$ cat src/rtl/uart_pkg.sv
// Shared UART constants, FSM encoding and parity helper, common to the transmit and receive paths.
package uart_pkg;

  localparam int   PRESCALE_W = 5;
  localparam int   MAX_DATA_W = 9;
  localparam logic PAR_EVEN   = 1'b0;
  localparam logic PAR_ODD    = 1'b1;
  localparam logic LINE_IDLE  = 1'b1;

  typedef enum logic [2:0] {
    IDLE   = 3'd0,
    START  = 3'd1,
    DATA   = 3'd2,
    PARITY = 3'd3,
    STOP   = 3'd4
  } uart_state_e;

  // Zero-extension to MAX_DATA_W leaves the XOR reduction unchanged for narrower words.
  function automatic logic parity_bit(input logic [MAX_DATA_W-1:0] data, input logic par_typ);
    return (^data) ^ (par_typ == PAR_ODD);
  endfunction

endpackage

$ cat src/rtl/uart_tx_frame_if.sv
// Word-source handshake plus serial line of uart_tx_frame; the source uses master, the transmitter slave.
interface uart_tx_frame_if import uart_pkg::*; #(
  parameter int DATA_WIDTH = 8
);

  logic [DATA_WIDTH-1:0] p_data;
  logic                  data_valid;
  logic [PRESCALE_W-1:0] prescale;
  logic                  par_en;
  logic                  par_typ;
  logic                  tx_out;
  logic                  busy;

  modport master (
    output p_data,
    output data_valid,
    output prescale,
    output par_en,
    output par_typ,
    input  tx_out,
    input  busy
  );

  modport slave (
    input  p_data,
    input  data_valid,
    input  prescale,
    input  par_en,
    input  par_typ,
    output tx_out,
    output busy
  );

endinterface

$ cat src/rtl/uart_tx_serializer.sv
// Data-bit shifter for uart_tx_frame: holds the latched word, the bit index and the last-bit flag.
module uart_tx_serializer import uart_pkg::*; #(
  parameter int DATA_WIDTH = 8
) (
  input  logic                  clk,
  input  logic                  reset,
  input  logic                  load,
  input  logic                  shift,
  input  logic [DATA_WIDTH-1:0] word,
  output logic                  next_bit,
  output logic                  done
);

  localparam int IDX_W = $clog2(DATA_WIDTH);
  localparam logic [IDX_W-1:0] IDX_ONE      = IDX_W'(1);
  localparam logic [IDX_W-1:0] PRE_LAST_IDX = IDX_W'(DATA_WIDTH - 2);

  logic [DATA_WIDTH-1:0] shreg_r;
  logic [IDX_W-1:0]      idx_r;
  logic                  done_r;

  // Load on accept, shift one place at the end of every data bit.
  always_ff @(posedge clk) begin
    if (reset) begin
      shreg_r <= '0;
      idx_r   <= '0;
      done_r  <= 1'b0;
    end else if (load) begin
      shreg_r <= word;
      idx_r   <= '0;
      done_r  <= 1'b0;
    end else if (shift) begin
      shreg_r <= {1'b0, shreg_r[DATA_WIDTH-1:1]};
      idx_r   <= idx_r + IDX_ONE;
      done_r  <= (idx_r == PRE_LAST_IDX);
    end else begin
      shreg_r <= shreg_r;
      idx_r   <= idx_r;
      done_r  <= done_r;
    end
  end

  // The line flop is loaded with the bit that will be current after this edge.
  assign next_bit = shift ? shreg_r[1] : shreg_r[0];
  assign done     = done_r;

endmodule

$ cat src/rtl/uart_tx_frame.sv
// UART transmitter: start, DATA_WIDTH data bits LSB first, optional parity, stop bit(s).
// Define UART_TX_TWO_STOP_EN for two stop bits; the default build sends one.
module uart_tx_frame import uart_pkg::*; #(
  parameter int DATA_WIDTH = 8
) (
  input  logic              clk,
  input  logic              reset,
  uart_tx_frame_if.slave    bus
);

  uart_state_e           state_r;
  uart_state_e           next_state_s;
  logic [PRESCALE_W-1:0] prescale_r;
  logic [PRESCALE_W-1:0] cnt_r;
  logic [PRESCALE_W-1:0] cnt_last_s;
  logic                  par_en_r;
  logic                  par_r;
  logic                  tx_r;
  logic                  busy_r;
  logic                  accept_s;
  logic                  bit_end_s;
  logic                  shift_s;
  logic                  next_bit_s;
  logic                  done_s;
  logic                  stop_last_s;
  logic                  tx_next_s;
  logic                  busy_next_s;

  assign accept_s   = (state_r == IDLE) && bus.data_valid && !busy_r;
  // prescale 0 wraps to 31, giving the 32-cycle bit period for free.
  assign cnt_last_s = prescale_r - 5'd1;
  assign bit_end_s  = (cnt_r == cnt_last_s);
  assign shift_s    = (state_r == DATA) && bit_end_s;

`ifdef UART_TX_TWO_STOP_EN
  logic stop_second_r;

  // Tracks which of the two stop bits is on the line.
  always_ff @(posedge clk) begin
    if (reset) begin
      stop_second_r <= 1'b0;
    end else if ((state_r == STOP) && bit_end_s) begin
      stop_second_r <= !stop_second_r;
    end else begin
      stop_second_r <= stop_second_r;
    end
  end

  assign stop_last_s = stop_second_r;
`else
  assign stop_last_s = 1'b1;
`endif

  uart_tx_serializer #(
    .DATA_WIDTH (DATA_WIDTH)
  ) u_serializer (
    .clk      (clk),
    .reset    (reset),
    .load     (accept_s),
    .shift    (shift_s),
    .word     (bus.p_data),
    .next_bit (next_bit_s),
    .done     (done_s)
  );

  // FSM state register.
  always_ff @(posedge clk) begin
    if (reset) begin
      state_r <= IDLE;
    end else begin
      state_r <= next_state_s;
    end
  end

  // FSM next-state logic; every state except IDLE advances only at a bit boundary.
  always_comb begin
    next_state_s = state_r;
    case (state_r)
      IDLE: begin
        if (accept_s) next_state_s = START;
        else          next_state_s = IDLE;
      end
      START: begin
        if (bit_end_s) next_state_s = DATA;
        else           next_state_s = START;
      end
      DATA: begin
        if (bit_end_s && done_s) next_state_s = par_en_r ? PARITY : STOP;
        else                     next_state_s = DATA;
      end
      PARITY: begin
        if (bit_end_s) next_state_s = STOP;
        else           next_state_s = PARITY;
      end
      STOP: begin
        if (bit_end_s && stop_last_s) next_state_s = IDLE;
        else                          next_state_s = STOP;
      end
      default: next_state_s = IDLE;
    endcase
  end

  // FSM output decode from the next state, so the line and busy flops change with the state.
  always_comb begin
    tx_next_s   = LINE_IDLE;
    busy_next_s = 1'b1;
    case (next_state_s)
      IDLE: begin
        tx_next_s   = LINE_IDLE;
        busy_next_s = 1'b0;
      end
      START:   tx_next_s = 1'b0;
      DATA:    tx_next_s = next_bit_s;
      PARITY:  tx_next_s = par_r;
      STOP:    tx_next_s = LINE_IDLE;
      default: begin
        tx_next_s   = LINE_IDLE;
        busy_next_s = 1'b0;
      end
    endcase
  end

  // Frame configuration latch, bit-period counter and registered line outputs.
  always_ff @(posedge clk) begin
    if (reset) begin
      prescale_r <= '0;
      par_en_r   <= 1'b0;
      par_r      <= 1'b0;
      cnt_r      <= '0;
      tx_r       <= LINE_IDLE;
      busy_r     <= 1'b0;
    end else begin
      tx_r   <= tx_next_s;
      busy_r <= busy_next_s;
      if (accept_s) begin
        prescale_r <= bus.prescale;
        par_en_r   <= bus.par_en;
        par_r      <= parity_bit(MAX_DATA_W'(bus.p_data), bus.par_typ);
      end else begin
        prescale_r <= prescale_r;
        par_en_r   <= par_en_r;
        par_r      <= par_r;
      end
      if ((state_r == IDLE) || bit_end_s) begin
        cnt_r <= '0;
      end else begin
        cnt_r <= cnt_r + 5'd1;
      end
    end
  end

  assign bus.tx_out = tx_r;
  assign bus.busy   = busy_r;

endmodule
$ cat src/flat_wrapper.sv
// flat-port wrapper written by rule: the top's interface ports become plain ports
module uart_tx_frame_flat import uart_pkg::*;
#(
  parameter int DATA_WIDTH = 8
)
  (clk, reset, bus_p_data, bus_data_valid, bus_prescale, bus_par_en, bus_par_typ, bus_tx_out, bus_busy);
  uart_tx_frame_if #(.DATA_WIDTH(DATA_WIDTH)) bus_i ();
  input  logic clk;
  input  logic reset;
  input wire logic [$bits(bus_i.p_data)-1:0] bus_p_data;
  input wire logic [$bits(bus_i.data_valid)-1:0] bus_data_valid;
  input wire logic [$bits(bus_i.prescale)-1:0] bus_prescale;
  input wire logic [$bits(bus_i.par_en)-1:0] bus_par_en;
  input wire logic [$bits(bus_i.par_typ)-1:0] bus_par_typ;
  output wire logic [$bits(bus_i.tx_out)-1:0] bus_tx_out;
  output wire logic [$bits(bus_i.busy)-1:0] bus_busy;
  assign bus_i.p_data = bus_p_data;
  assign bus_i.data_valid = bus_data_valid;
  assign bus_i.prescale = bus_prescale;
  assign bus_i.par_en = bus_par_en;
  assign bus_i.par_typ = bus_par_typ;
  assign bus_tx_out = bus_i.tx_out;
  assign bus_busy = bus_i.busy;
  uart_tx_frame #(.DATA_WIDTH(DATA_WIDTH)) u_core (.clk(clk), .reset(reset), .bus(bus_i));
endmodule
$ cat config.mk
export PLATFORM = sky130hd
export DESIGN_NAME = uart_tx_frame_flat
export DESIGN_NICKNAME = d
export VERILOG_FILES = /design/src/rtl/uart_pkg.sv /design/src/rtl/uart_tx_frame_if.sv /design/src/rtl/uart_tx_serializer.sv /design/src/rtl/uart_tx_frame.sv /design/src/flat_wrapper.sv
export SDC_FILE = /design/constraint.sdc
export NUM_CORES = 1
export LEC_CHECK = 0
export ABC_AREA = 1
export CAP_MARGIN = 20
export CORE_ASPECT_RATIO = 0.8
export CORE_MARGIN = 3
export CORE_UTILIZATION = 40
export DETAILED_ROUTE_END_ITERATION = 10
export GPL_ROUTABILITY_DRIVEN = 1
export GPL_TIMING_DRIVEN = 0
export PLACE_DENSITY = 0.61
export SYNTH_ARGS = -nofsm -noshare
export SYNTH_HDL_FRONTEND = slang
export SYNTH_SLANG_ARGS = --single-unit
$ cat constraint.sdc
create_clock -name clk -period 2 [get_ports clk]
set_clock_uncertainty 0.1 [all_clocks]
set_input_delay 0.4 -clock clk [delete_from_list [all_inputs] [get_ports clk]]
set_output_delay 0.4 -clock clk [all_outputs]
set_load 0.005 [all_outputs]
==> impl_metrics.ini <==
[run_status]
outcome = complete, no violations

[sta]
holdWs_ps = 378
max_freq_mhz = 516
rsz0062_at_grt = true
setup_viols_final = 0
finalMaxSlewViolations = 0
final.period_utilization = 0.968
hold_viol = 0
post_layout_min_period_ps = 1940
maxSlewHeadroom = 0.656
layout_setup_ws_ps = 63.8
tightestPinTransition_ps = 513

[min_path]
hold_path.class = register to register

[drt]
drt-wirelength-per-cell_um = 11.4
drt-initial-drc-count = 59
vias = 1479
drc_viols = 0
per_cell_via_count_in_the_routed_design = 4.73
dr.pass1.iters = 4
ant_nets = 0
postRouteWirelength_um = 3560

[worst_setup_path]
worstSetupEndpointType = register
critical-path-top-cell-by-count = sky130_fd_sc_hd__nand2_2
cp.arrival_ps = 2000
cp_slowest_cell = sky130_fd_sc_hd__dfxtp_2
critical-path-top-delay-family = simple AND/OR/NAND/NOR gates
critical_path.startpoint_type = register
worstPathBufferInverterCount = 2
worstSetupPathType = register to register
required_ps = 2070
timing.critical_path.slowest_cell_delay_ps = 360
path_cells = inv_4 -> ha_4 -> inv_2 -> nand2_2 -> nand2_2 -> nor2_4 -> nand2_4 -> nor2_8 -> nand2_8 -> o21ai_4 -> nand3_2 -> nor2_1 -> nand2_1
path_max_fanout = 8

[pwr]
cellPowerDensity_nw_per_um2 = 752
report.power.total_mw = 1.57
static-leakage-power_nw = 0.902
p_sw_mw = 0.515
pwr-share-seq = 0.421
p_comb_frac = 0.287
worst_voltage_drop_across_the_vdd_grid_v = 0.000428
share_clk_of_total_power = 0.292
p_int_mw = 1.05
switching_share_of_power = 0.328

[layout]
final_layout_size_suffix_gt1_frac = 0.209
layout.core_utilization = 0.541
area_growth_syn_to_layout_pct = 28.4
final_cells = 313
number_of_nets_in_the_layout = 279
n_antenna_cell = 0
fill_cells = 412

[yosys]
sequential_share_of_the_synthesized_area = 0.357
number_of_enable_type_register_cells_in_the_synthesized_netlist = 0
synth_cell_type_count = 30
netlist_instances = 226
synth.ff_latch_count = 29
postSynth.asyncResetShare = 0
cell_area_synth_um2 = 1620
synth_common_cells = sky130_fd_sc_hd__nand2_1 (51), sky130_fd_sc_hd__dfxtp_1 (29), sky130_fd_sc_hd__inv_1 (27)
synth_fp_nets = 248
synth.top_cells.by_area = sky130_fd_sc_hd__dfxtp_1 (36%), sky130_fd_sc_hd__nand2_1 (12%), sky130_fd_sc_hd__nand3_1 (6.8%)
dominantRegCellSynth = sky130_fd_sc_hd__dfxtp_1
synth_largest_area_cell = sky130_fd_sc_hd__dfxtp_1
portion_of_synthesized_cell_area_occupied_by_the_leading_cell_type = 0.357
syn_avg_cell_area_um2 = 7.19
post-synth-top-count-cell = sky130_fd_sc_hd__nand2_1
yosys_warnings = 0

[cts]
clkLatencyLatePin_ps = 280
cts_inserted_buffers = 5
sink_count_of_the_clock_tree = 29
ctsLongestPathBuffers = 2
h-tree-depth = 2
cts_root_buffer = sky130_fd_sc_hd__clkbuf_8
path_clk_slew_ps = 60
cts_tree = done

[floorplanning]
design.portCount = 20
die_ar_um2 = 4870
coreArea_um2 = 3850
rows = 20
initial_utilization = 0.421
die_width_um = 77.2
die_height_um = 63.0

[place]
gp_congestion = 0.759
dp.final_hpwl_um = 2560
place_inst = 299
port_buffers = 18
placement.setup.worst_slack_ps = -155

[grt]
met1_usage = 0.208
grt_antenna_before_repair = 0
grt_util_met2 = 0.211
grt_start_max_net_pins = 11
globalRoute.totalOverflow = 0
global_route_track_usage_on_met3 = 0.0461
grt_pass1_wl_um = 5780
grt-busiest-layer = met2
grt_use_total = 0.149
vias_in_the_first_global_route = 1295

[flow_run]
cap_viol_max_count = 0
metal layers:
layer / vias to the layer above / routed length (um)
met5: - / 0
met4: 0 / 57
met3: 7 / 217
met2: 33 / 1440
met1: 644 / 1840
li1: 795 / -
area by class of cell:
type | instances | area [um2] | area share
clock inverter | 2 | 10.0 | 0.00480
tap | 55 | 68.8 | 0.0330
timing repair buffer | 23 | 218 | 0.104
buffer | 4 | 17.5 | 0.00840
multi-input combinational | 162 | 993 | 0.476
inverter | 32 | 123 | 0.0588
sequential | 29 | 583 | 0.280
clock buffer | 6 | 72.6 | 0.0348
state kept, by name, summed over array words and instances, names as in the netlist:
name                         flops
u_core.bus.busy                  1
u_core.bus.tx_out                1
u_core.cnt_r                     5
u_core.par_en_r                  1
u_core.par_r                     1
u_core.prescale_r                5
u_core.state_r                   3
u_core.u_serializer.done         1
u_core.u_serializer.idx_r        3
u_core.u_serializer.shreg_r      8
logic make-up after synthesis:
| logic type | share of synthesized area |
|---|---|
| xor+xnor | 0.0485 |
| buf+inv | 0.0848 |
| mux | 0.00616 |
| simple gates | 0.354 |
| flops | 0.357 |
| fa+ha+maj | 0.0308 |
| compound gates | 0.118 |
what timing repair did:
item	in CTS	in global routing
setup endpoints to repair	0	13
setup buffers	0	5
gates resized for setup	0	20
hold buffers	0	0
metrics by stage:
step / instance area [um2] / setup TNS [ps]
3_5_place_dp: 1870 / -1260
5_1_grt: 2090 / -189
2_1_floorplan: 1620 / 0
4_1_cts: 1960 / 0
6_report: 2090 / 0
3_3_place_gp: 1870 / -1100
worst register-to-register path: stages (launching register included):
cell                      delay [ps]
sky130_fd_sc_hd__dfxtp_2         360
sky130_fd_sc_hd__inv_4            50
sky130_fd_sc_hd__ha_4            260
sky130_fd_sc_hd__inv_2            30
sky130_fd_sc_hd__nand2_2          40
sky130_fd_sc_hd__nand2_2          60
sky130_fd_sc_hd__nor2_4          130
sky130_fd_sc_hd__nand2_4          80
sky130_fd_sc_hd__nor2_8          170
sky130_fd_sc_hd__nand2_8         110
sky130_fd_sc_hd__o21ai_4         180
sky130_fd_sc_hd__nand3_2          90
sky130_fd_sc_hd__nor2_1          100
sky130_fd_sc_hd__nand2_1          60
power by group through the flow:
| stage | Sequential, mW | Combinational, mW | Clock (mW) |
|---|---|---|---|
| finish | 0.660 | 0.450 | 0.459 |
| global route | 0.667 | 0.501 | 0.510 |
| CTS | 0.657 | 0.391 | 0.476 |
| detailed placement | 0.670 | 0.388 | 0 |
| global placement | 0.668 | 0.387 | 0 |
| floorplan | 0.663 | 0.284 | 0 |
cell usage in the layout (no fill, tap or decap), types with 2 or more instances in the layout:
| master | netlist | final |
|---|---|---|
| sky130_fd_sc_hd__nand3_1 | 22 | 20 |
| sky130_fd_sc_hd__nor2_4 | 1 | 3 |
| sky130_fd_sc_hd__nand2_4 | 2 | 2 |
| sky130_fd_sc_hd__xnor2_1 | 5 | 5 |
| sky130_fd_sc_hd__inv_2 | 5 | 6 |
| sky130_fd_sc_hd__buf_2 | 2 | 2 |
| sky130_fd_sc_hd__nand2_1 | 51 | 47 |
| sky130_fd_sc_hd__xor2_1 | 4 | 4 |
| sky130_fd_sc_hd__dfxtp_2 | 0 | 2 |
| sky130_fd_sc_hd__buf_4 | 0 | 5 |
| sky130_fd_sc_hd__nor3_1 | 3 | 3 |
| sky130_fd_sc_hd__inv_1 | 27 | 25 |
| sky130_fd_sc_hd__clkinv_2 | 0 | 2 |
| sky130_fd_sc_hd__dfxtp_1 | 29 | 27 |
| sky130_fd_sc_hd__clkdlybuf4s50_1 | 0 | 18 |
| sky130_fd_sc_hd__clkbuf_8 | 0 | 5 |
| sky130_fd_sc_hd__nand3_2 | 4 | 5 |
| sky130_fd_sc_hd__o21ai_0 | 8 | 8 |
| sky130_fd_sc_hd__o21ai_1 | 2 | 2 |
| sky130_fd_sc_hd__a21oi_1 | 17 | 16 |
| sky130_fd_sc_hd__clkbuf_1 | 2 | 3 |
| sky130_fd_sc_hd__a31oi_1 | 4 | 4 |
| sky130_fd_sc_hd__or2_2 | 2 | 2 |
| sky130_fd_sc_hd__nor2_1 | 14 | 14 |
| sky130_fd_sc_hd__nor2_8 | 2 | 2 |
| sky130_fd_sc_hd__nand2_2 | 5 | 8 |
| sky130_fd_sc_hd__nor3_2 | 3 | 2 |
| sky130_fd_sc_hd__ha_1 | 4 | 3 |
worst paths after layout:
check,startpoint,end,slack [ps],depth (start not counted)
worst max-delay path,u_core.prescale_r[0],u_core.bus.tx_out,60,13
worst max register to register,u_core.prescale_r[0],u_core.bus.tx_out,60,13
worst min-delay path,u_core.u_serializer.shreg_r[6],u_core.u_serializer.shreg_r[6],380,2
worst min register to register,u_core.u_serializer.shreg_r[6],u_core.u_serializer.shreg_r[6],380,2
No activity file was read; power rests on OpenSTA's default activity.
